`src/rtl/reg_dump_reader_pkg.sv`:
```
// Shared types for the register-dump reader: register file geometry and FSM states.
package reg_dump_reader_pkg;

    localparam int ADDR_W   = 4;
    localparam int DATA_W   = 8;
    localparam int RF_DEPTH = 2 ** ADDR_W;

    typedef logic [ADDR_W-1:0] rf_addr_t;
    typedef logic [DATA_W-1:0] rf_data_t;

    typedef enum logic [1:0] {
        IDLE  = 2'd0,
        FETCH = 2'd1,
        SEND  = 2'd2
    } dump_state_t;

endpackage

```
`src/rtl/reg_dump_reader_if.sv`:
```
// Register-file read port plus the outgoing valid/ready byte stream of the dump reader.
interface reg_dump_reader_if;
    import reg_dump_reader_pkg::*;

    rf_addr_t rd_addr;
    rf_data_t rd_data;
    rf_data_t out_data;
    logic     out_valid;
    logic     out_ready;
    logic     out_last;

    modport master (
        output rd_addr,
        input  rd_data,
        output out_data,
        output out_valid,
        output out_last,
        input  out_ready
    );

    modport slave (
        input  rd_addr,
        output rd_data,
        input  out_data,
        input  out_valid,
        input  out_last,
        output out_ready
    );

endinterface

```
`src/rtl/reg_dump_reader.sv`:
```
// Walks an inclusive, modulo-16 register range through the file's read port and
// streams each byte out on a valid/ready channel, flagging the final byte.
//
// state | meaning
// IDLE  | waiting for start; rd_addr holds its last value
// FETCH | rd_addr presents current index; byte captured at the next edge
// SEND  | byte held on the stream until the consumer accepts it
module reg_dump_reader
    import reg_dump_reader_pkg::*;
(
    input  logic                     clk,
    input  logic                     rst_n,
    input  logic                     start_i,
    input  rf_addr_t                 lo_addr_i,
    input  rf_addr_t                 hi_addr_i,
    output logic                     busy_o,
    output logic                     done_o,
    reg_dump_reader_if.master        bus
);

    dump_state_t state_q, state_d;
    rf_addr_t    rd_addr_q, rd_addr_d;
    rf_addr_t    rem_q, rem_d;
    rf_data_t    out_data_q, out_data_d;
    logic        out_valid_q, out_valid_d;
    logic        out_last_q, out_last_d;
    logic        busy_q, busy_d;
    logic        done_q, done_d;

    always_ff @(posedge clk or negedge rst_n) begin
        if (!rst_n) begin
            state_q     <= IDLE;
            rd_addr_q   <= '0;
            rem_q       <= '0;
            out_data_q  <= '0;
            out_valid_q <= 1'b0;
            out_last_q  <= 1'b0;
            busy_q      <= 1'b0;
            done_q      <= 1'b0;
        end else begin
            state_q     <= state_d;
            rd_addr_q   <= rd_addr_d;
            rem_q       <= rem_d;
            out_data_q  <= out_data_d;
            out_valid_q <= out_valid_d;
            out_last_q  <= out_last_d;
            busy_q      <= busy_d;
            done_q      <= done_d;
        end
    end

    // rd_addr_q doubles as the current index; rem_q counts bytes left after this one.
    always_comb begin
        state_d     = state_q;
        rd_addr_d   = rd_addr_q;
        rem_d       = rem_q;
        out_data_d  = out_data_q;
        out_valid_d = out_valid_q;
        out_last_d  = out_last_q;
        busy_d      = busy_q;
        done_d      = 1'b0;

        case (state_q)
            IDLE: begin
                if (start_i) begin
                    rd_addr_d = lo_addr_i;
                    rem_d     = hi_addr_i - lo_addr_i;
                    busy_d    = 1'b1;
                    state_d   = FETCH;
                end
            end
            FETCH: begin
                out_data_d  = bus.rd_data;
                out_valid_d = 1'b1;
                out_last_d  = (rem_q == '0);
                state_d     = SEND;
            end
            SEND: begin
                if (out_valid_q && bus.out_ready) begin
                    out_valid_d = 1'b0;
                    if (rem_q == '0) begin
                        out_last_d = 1'b0;
                        busy_d     = 1'b0;
                        done_d     = 1'b1;
                        state_d    = IDLE;
                    end else begin
                        rd_addr_d = rd_addr_q + ADDR_W'(1);
                        rem_d     = rem_q - ADDR_W'(1);
                        state_d   = FETCH;
                    end
                end
            end
            default: state_d = IDLE;
        endcase
    end

    assign bus.rd_addr   = rd_addr_q;
    assign bus.out_data  = out_data_q;
    assign bus.out_valid = out_valid_q;
    assign bus.out_last  = out_last_q;
    assign busy_o        = busy_q;
    assign done_o        = done_q;

endmodule

```
`src/flat_wrapper.sv`:
```
// flat-port wrapper written by rule: the top's interface ports become plain ports
module reg_dump_reader_flat import reg_dump_reader_pkg::*;
  (clk, rst_n, start_i, lo_addr_i, hi_addr_i, busy_o, done_o, bus_rd_addr, bus_rd_data, bus_out_data, bus_out_valid, bus_out_last, bus_out_ready);
  reg_dump_reader_if bus_i ();
  input  logic clk;
  input  logic rst_n;
  input  logic start_i;
  input  rf_addr_t lo_addr_i;
  input  rf_addr_t hi_addr_i;
  output logic busy_o;
  output logic done_o;
  output wire logic [$bits(bus_i.rd_addr)-1:0] bus_rd_addr;
  input wire logic [$bits(bus_i.rd_data)-1:0] bus_rd_data;
  output wire logic [$bits(bus_i.out_data)-1:0] bus_out_data;
  output wire logic [$bits(bus_i.out_valid)-1:0] bus_out_valid;
  output wire logic [$bits(bus_i.out_last)-1:0] bus_out_last;
  input wire logic [$bits(bus_i.out_ready)-1:0] bus_out_ready;
  assign bus_rd_addr = bus_i.rd_addr;
  assign bus_i.rd_data = bus_rd_data;
  assign bus_out_data = bus_i.out_data;
  assign bus_out_valid = bus_i.out_valid;
  assign bus_out_last = bus_i.out_last;
  assign bus_i.out_ready = bus_out_ready;
  reg_dump_reader u_core (.clk(clk), .rst_n(rst_n), .start_i(start_i), .lo_addr_i(lo_addr_i), .hi_addr_i(hi_addr_i), .busy_o(busy_o), .done_o(done_o), .bus(bus_i));
endmodule
```
`config.mk`:
```
export PLATFORM = sky130hd
export DESIGN_NAME = reg_dump_reader_flat
export DESIGN_NICKNAME = d
export VERILOG_FILES = /design/src/rtl/reg_dump_reader_pkg.sv /design/src/rtl/reg_dump_reader_if.sv /design/src/rtl/reg_dump_reader.sv /design/src/flat_wrapper.sv
export SDC_FILE = /design/constraint.sdc
export NUM_CORES = 1
export LEC_CHECK = 0
export BUFFER_PORTS_ARGS = -buffer_cell sky130_fd_sc_hd__buf_2
export CAP_MARGIN = 10
export CORE_ASPECT_RATIO = 1.25
export CORE_MARGIN = 4
export CORE_UTILIZATION = 54
export DETAILED_ROUTE_END_ITERATION = 6
export GPL_TIMING_DRIVEN = 0
export PLACE_DENSITY_LB_ADDON = 0.08
export SYNTH_ARGS = -nofsm -noshare
export SYNTH_HDL_FRONTEND = slang
export SYNTH_SLANG_ARGS = --single-unit
```
`constraint.sdc`:
```
create_clock -name clk -period 5 [get_ports clk]
set_input_delay 0 -clock clk [delete_from_list [all_inputs] [get_ports clk]]
set_output_delay 0 -clock clk [all_outputs]
set_load 0.05 [all_outputs]
```
==> results of run 1 <==
==> metrics by stage <==
stage          setup WS (ps)  std cells
2_1_floorplan           3270        130
3_3_place_gp            3100        185
3_5_place_dp            3068        185
4_1_cts                 3010        199
5_1_grt                 2861        199
6_report                2988        199
==> path summary, 6_finish.rpt <==
check,to,slack (ps),cells past startpoint
worst max-delay path,u_core.bus.rd_addr[2]$_DFFE_PN0P_,2990,7
worst min-delay path,u_core.rem_q[0]$_DFFE_PN0P_,20,3
worst max register to register,u_core.bus.rd_addr[2]$_DFFE_PN0P_,2990,7
worst min register to register,u_core.bus.out_data[1]$_DFFE_PN0P_,480,2
max in group asynchronous,u_core.state_q[1]$_DFFE_PN0P_,4490,2
min in group asynchronous,u_core.bus.out_data[2]$_DFFE_PN0P_,180,2
==> area by class of cell <==
type	instances	area (um2)	share of cell area
clock buffers	4	36.28	0.02377
repair buffers	45	275.3	0.1803
plain buffers	5	25.02	0.01639
well taps	20	25.02	0.01639
multi-input cells	93	574.3	0.3762
flip-flops and latches	22	550.5	0.3607
inverters	10	40.04	0.02623
==> flip-flops by register name, summed over array words and instances (netlist names) <==
register / flops
u_core.bus.out_data: 8
u_core.bus.rd_addr: 4
u_core.rem_q: 4
u_core.state_q: 2
u_core.bus.out_last: 1
u_core.bus.out_valid: 1
u_core.busy_o: 1
u_core.done_o: 1
==> power by group <==
group	switching, mW	internal [mW]
logic	0.411	0.177
clock network	0.0514	0.0444
registers	0.0573	0.258
total	0.520	0.479
==> critical path: cells and delay by family, from the launching register on <==
| kind | cells | cell delay [ps] |
|---|---|---|
| AO/OA/AOI/OAI | 3 | 580 |
| adder cells (fa/ha/maj) | 1 | 220 |
| AND/OR/NAND/NOR | 1 | 440 |
| buffers and inverters | 2 | 230 |
| flip-flops | 1 | 440 |
==> placed cells by master (no fill, tap or decap), drive strengths merged, types with 2 or more instances in the layout <==
cell type and count:
o21ai 8, ha 5, dlygate4sd3 10, clkbuf 5, nor2b 4, buf 39, or3b 2, or3 2
nor2 9, dfrtp 22, a21oi 5, o22ai 3, a31oi 2, inv 10, nand2 33, nand2b 3
==> timing repair <==
action                     in CTS  in global routing
hold buffers                   10                  0
setup endpoints to repair       0                  0
hold endpoints to repair       31                  0
buffers inserted                0                  0
==> per-layer routing <==
metal  GRT usage  up-vias  part of all wire
li1            -      536                 -
met1      0.2429      489              0.39
met2      0.3731       41              0.53
met3     0.02703        8             0.050
met4     0.09881        0             0.026
met5           0        -                 0
==> cells by family after synthesis <==
logic type,count (synthesis),share of synthesized area
simple gates,59,0.2303
compound gates,26,0.1683
flops,22,0.4627
buf+inv,15,0.05468
fa+ha+maj,6,0.06940
xor+xnor,2,0.01472
==> results.txt, run 1 <==
----------------------------------------------------
[Die]
  Chip height ... ~60 um
  Number of cell rows ... 18
  Initial core utilization ... 0.5870
  I/O pin count ... 36
  Placeable core area ... a little over 2000 um2
  Die width ... 49.99 um
  Die area ... 3023 um2

[Routing]
  Post-DR wirelength/cell ... ~14 um
  1st-pass router iterations ... 5
  Total vias in the final route ... roughly 1100
  DRC marker count from the first detailed-route iteration ... 27
  Via density per instance ... between 5 and 6
  Wire length reported by the detailed router ... around 2.7 mm
  Count of unresolved DRC violations after routing ... 0
  Post-route ant nets ... 0

[Run status]
  Run status ... complete, no violations

[Layout]
  Fillers ... 154
  ANT cells ... 0
  Final core occ ... 0.7531
  Post-layout net count ... 206
  Layout cell share with drive strength beyond 1 ... 0.2793
  Synthesis-to-layout area growth ... 28.29%
  Final Instance Area ... around 1500 um2

[Timing]
  Maximum clock rate ... about 0.5 GHz
  Maximum clock skew at final layout ... ~1.3 ps
  Total Negative Setup Slacks ... 0 ps
  Relative slew margins ... 0.6777
  Final setup viols ... 0
  RSZ-0062 raised after global routing ... false
  Hold violation count in the final report ... 0
  Transition time at the pin with the least slew margin ... between 400 and 500 ps
  Final period utilization ... 0.4024
  Fin. max-slew vios ... 0
  Clock period minus worst slack ... between 2000 and 2500 ps
  Worst hold slack across all endpoints ... 23.80 ps

[Clock network]
  Post-cts sizing count ... 0
  Buffer levels on the longest clock path ... 2
  Clock sink total ... 22
  Number of levels the H-tree was split into ... 1
  Clock tree from TritonCTS ... built
  Clock insertion delay at the later pin of the skew report ... ~300 ps
  Clock root buffer ... clkbuf_4
  TritonCTS buffer count ... 3
  Clk pin slew, worst setup/hold paths ... around 120 ps

[GRT]
  Remaining global-route overflow ... 0
  Global-route usage over all layers ... 0.2063
  Via count of the first global-routing pass ... ~1100
  Pin count of the biggest net entering global routing ... 23
  Wire length of the first global-routing pass ... between 4 and 5 mm
  Number of antenna violations at the first check in global routing ... 0

[Place]
  Final HPWL from detailed placement ... slightly above 2 mm
  Post-DP Area ... about 1400 um2
  Buffers added on ports ... 35
  Gp weighted congestion ... about 0.8

[Power and ir drop]
  Power per standard cell area ... roughly 650 nW/um2
  Worst-case vdd ir drop ... 0.4425 mV
  Total design power ... between 0.9 and 1 mW
  Static power due to leakage ... about 0.78 nW

[Setup path]
  Biggest fanout along the worst timing path ... 8
  CP Capture Type ... flip-flop
  Startpoint of the worst register-to-register path ... u_core.rem_q[0]$_DFFE_PN0P_
  Required time at the worst-slack endpoint ... 5190 ps
  Kind of launch point of the worst setup path ... flip-flop
  Worst setup path startpoint ... u_core.rem_q[0]$_DFFE_PN0P_
  Cell with the largest stage delay on the worst path ... dfrtp_1
  Delay of the slowest critical-path stage ... approximately 440 ps
  Path type of the worst setup path ... reg -> reg
  Cell-by-cell listing of the critical path ... inv_1, ha_1, or3b_4, a41oi_4, inv_4, a21oi_2, a21oi_1
  Worst EP arrival ... 2210 ps

[Yosys]
  Mean area per synthesized cell ... slightly above 9 um2
  Synth top area share ... 0.4627
  Cell Area, Synth ... around 1200 um2
  Nets in the synthesized netlist ... about 160
  Most used standard cell by instance count after synthesis ... nand2_1
  Post-synthesis sequential element count ... 22
  Top post-synthesis cells by area ... dfrtp_1, nand2_1, ha_1, inv_1, nor2_1
  Register area share after synthesis ... 0.4627
  Most numerous cell types in the synthesized netlist ... nand2_1, dfrtp_1, inv_1, nor2_1, o21ai_0
  Number of distinct library cell variants in the gate-level netlist after synthesis ... 40
  Number of synthesized flops with an enable pin ... 0
  Post-synthesis cell count ... 130
  Ys Warns ... 0
  Cell accounting for the most synthesized area ... dfrtp_1
  Ys async rst share ... 1.000
  Synth Flop Type ... dfrtp_1

[Worst hold path]
  Min-delay src ... start_i
  Tightest Hold Check Type ... in -> reg

[Flow run]
  Max Cap Violations ... 0

----------------------------------------------------
Power figures use the tool's default switching activity.
==> inputs of run 2 (changes only) <==
Settings changed: CORE_UTILIZATION 54 to 50.
Clock period 5 ns to 1.9 ns, I/O delays scaled along.
==> results.txt, run 2 (synthesis results as in run 1) <==
----------------------------------------------------
[Routing]
  Post-DR wirelength/cell ... 13.80 um (+0.17%)
  Total vias in the final route ... 1093 (+1.8%)
  Count of unresolved DRC violations after routing ... 0 (unchanged)
  Wire length reported by the detailed router ... 2.925 mm (+6.7%)
  DRC marker count from the first detailed-route iteration ... 16 (-41%)
  1st-pass router iterations ... 4 (-1)
  Via density per instance ... 5.156 (-4.5%)
  Post-route ant nets ... 0 (unchanged)

[Layout]
  ANT cells ... 0 (unchanged)
  Area of combinational cells with multiple inputs ... 586.8 um2 (+2.2%)
  Final standard cell count with taps included and fillers excluded ... 212 (+6.5%)
  Commonest non-fill, non-tap cell in the layout ... buf_2
  Synthesis-to-layout area growth ... 32.81%
  Area occupied by registers ... 550.5 um2 (unchanged)
  Final core occ ... 0.7072 (-0.04592)
  Layout cell share with drive strength beyond 1 ... 0.2928 (+0.01349)
  Most frequent cells in the layout ... buf_2, nand2_1, dfrtp_1
  Max FFs per register ... 8 (unchanged)
  Final Instance Area ... 1580 um2 (+3.5%)
  Fillers ... 193 (+25%)
  Post-layout net count ... 208 (+0.97%)

[Power and ir drop]
  Power per standard cell area ... 1734 nW/um2 (+170%)
  Static power due to leakage ... 0.7974 nW (+1.9%)
  Total design power ... 2.741 mW (+170%)
  Worst-case vdd ir drop ... 1.074 mV (+140%)

[Run status]
  Run status ... complete, no violations

[GRT]
  Global-route usage over all layers ... 0.1890 (-0.01733)
  Remaining global-route overflow ... 0 (unchanged)
  Wire length of the first global-routing pass ... 4.685 mm (-2.2%)
  Pin count of the biggest net entering global routing ... 23 (unchanged)
  Number of antenna violations at the first check in global routing ... 0 (unchanged)
  Via count of the first global-routing pass ... 1070 (-0.74%)

[Clock network]
  Number of levels the H-tree was split into ... 1 (unchanged)
  TritonCTS buffer count ... 3 (unchanged)
  Clock tree from TritonCTS ... built
  Clk pin slew, worst setup/hold paths ... 130 ps (about the same)
  Clock insertion delay at the later pin of the skew report ... 320 ps (+20 ps)
  Clock root buffer ... clkbuf_4
  Buffer levels on the longest clock path ... 2 (unchanged)
  Clock sink total ... 22 (unchanged)

[Timing]
  Transition time at the pin with the least slew margin ... 555.6 ps (+72.17 ps)
  Maximum clock skew at final layout ... 8.720 ps (+7.428 ps)
  Final setup viols ... 0 (unchanged)
  Final period utilization ... 0.9760 (+0.5736)
  Maximum clock rate ... 0.5393 GHz (+8.5%)
  Worst hold slack across all endpoints ... 0.6300 ps (-23.17 ps)
  Fin. max-slew vios ... 0 (unchanged)
  Clock period minus worst slack ... 1854 ps (-157.6 ps)
  Hold violation count in the final report ... 0 (unchanged)
  Relative slew margins ... 0.6288 (-0.04891)

[Die]
  Die width ... 51.63 um (+3.3%)
  Number of cell rows ... 19 (+1)
  Placeable core area ... 2235 um2 (+10%)
  Die area ... 3229 um2 (+6.8%)
  Initial core utilization ... 0.5325 (-0.05456)
  I/O pin count ... 36 (unchanged)
  Chip height ... 62.54 um (+3.4%)

[Setup path]
  Biggest fanout along the worst timing path ... 8 (unchanged)
  Required time at the worst-slack endpoint ... 2100 ps (-3090 ps)
  Buffers & Inverters on Critical Path ... 3 (+1)
  Kind of launch point of the worst setup path ... flip-flop
  CP Capture Type ... flip-flop
  Delay of the slowest critical-path stage ... 420 ps (-20 ps)
  Crit path max-delay family ... simple AND/OR/NAND/NOR gates
  Cell-by-cell listing of the critical path ... inv_1, ha_4, or3b_4, a41oi_4, buf_12, inv_4, o21ai_2, a22oi_2
  Worst EP arrival ... 2060 ps (-150 ps)
  Cell with the largest stage delay on the worst path ... or3b_4
  Path type of the worst setup path ... reg -> reg

[Flow run]
  Max Cap Violations ... 0 (unchanged)

[Place]
  Post-DP Area ... 1404 um2 (+0.99%)
  Final HPWL from detailed placement ... 2.097 mm (+4.1%)
  Buffers added on ports ... 35 (unchanged)
  Gp weighted congestion ... 0.8099 (-0.80%)
  Number of placed instances with taps included ... 196 (+5.9%)

[Worst hold path]
  Tightest Hold Check Type ... in -> reg

----------------------------------------------------
[run 2: cell count changes in the layout (fill, tap and decap cells not counted), sizes merged]
cell,previous run,this run
buf,39,41
[run 2: power breakdown]
group / switching [mW] / total (mW) / internal [mW]
clock: 0.150 / 0.267 / 0.117
sequential: 0.152 / 0.830 / 0.678
combinational: 1.12 / 1.64 / 0.527
total: 1.42 / 2.74 / 1.32
[run 2: routing by layer]
metal | vias up | share of wire | track usage
met2 | 38 | 0.56 | 0.3646
met3 | 5 | 0.049 | 0.02148
met5 | - | 0 | 0
met1 | 509 | 0.38 | 0.1994
li1 | 541 | - | -
met4 | 0 | 0.014 | 0.06885
[run 2: area by class of cell]
cell class / count / share of cell area
flip-flops and latches: 22 / 0.3484
repair buffers: 47 / 0.1916
multi-input cells: 93 / 0.3713
inverters: 10 / 0.02534
plain buffers: 5 / 0.01584
well taps: 31 / 0.02454
clock buffers: 4 / 0.02296
[run 2: metrics by stage]
step           worst slack (ps)  setup TNS [ps]
5_1_grt                  -18.89          -57.75
2_1_floorplan             170.3               0
6_report                  45.65               0
4_1_cts                   21.37               0
3_5_place_dp             -43.08          -171.7
3_3_place_gp             -13.93          -25.56
[run 2: what timing repair did]
item	in CTS	in global routing
setup buffers	0	2
setup endpoints to repair	6	6
pin swaps	1	2
hold buffers	10	0
hold endpoints to repair	31	0
gates resized for setup	0	2
[run 2: worst min-delay path: stages]
cell     delay, ps
buf_2          100
o21ai_0         80
o21ai_1        110
[run 2: final timing paths]
| path | from | endpoint | slack [ps] | cells past startpoint |
|---|---|---|---|---|
| worst max-delay path | u_core.rem_q[0]$_DFFE_PN0P_ | u_core.bus.rd_addr[3]$_DFFE_PN0P_ | 50 | 8 |
| worst min-delay path | lo_addr_i[0] | u_core.bus.rd_addr[0]$_DFFE_PN0P_ | 0.6 | 3 |
| worst max register to register | u_core.rem_q[0]$_DFFE_PN0P_ | u_core.bus.rd_addr[3]$_DFFE_PN0P_ | 50 | 8 |
| worst min register to register | u_core.bus.out_data[7]$_DFFE_PN0P_ | u_core.bus.out_data[7]$_DFFE_PN0P_ | 490 | 2 |
| max in group asynchronous | rst_n | u_core.bus.rd_addr[2]$_DFFE_PN0P_ | 1400 | 2 |
| min in group asynchronous | rst_n | u_core.bus.out_data[2]$_DFFE_PN0P_ | 160 | 2 |
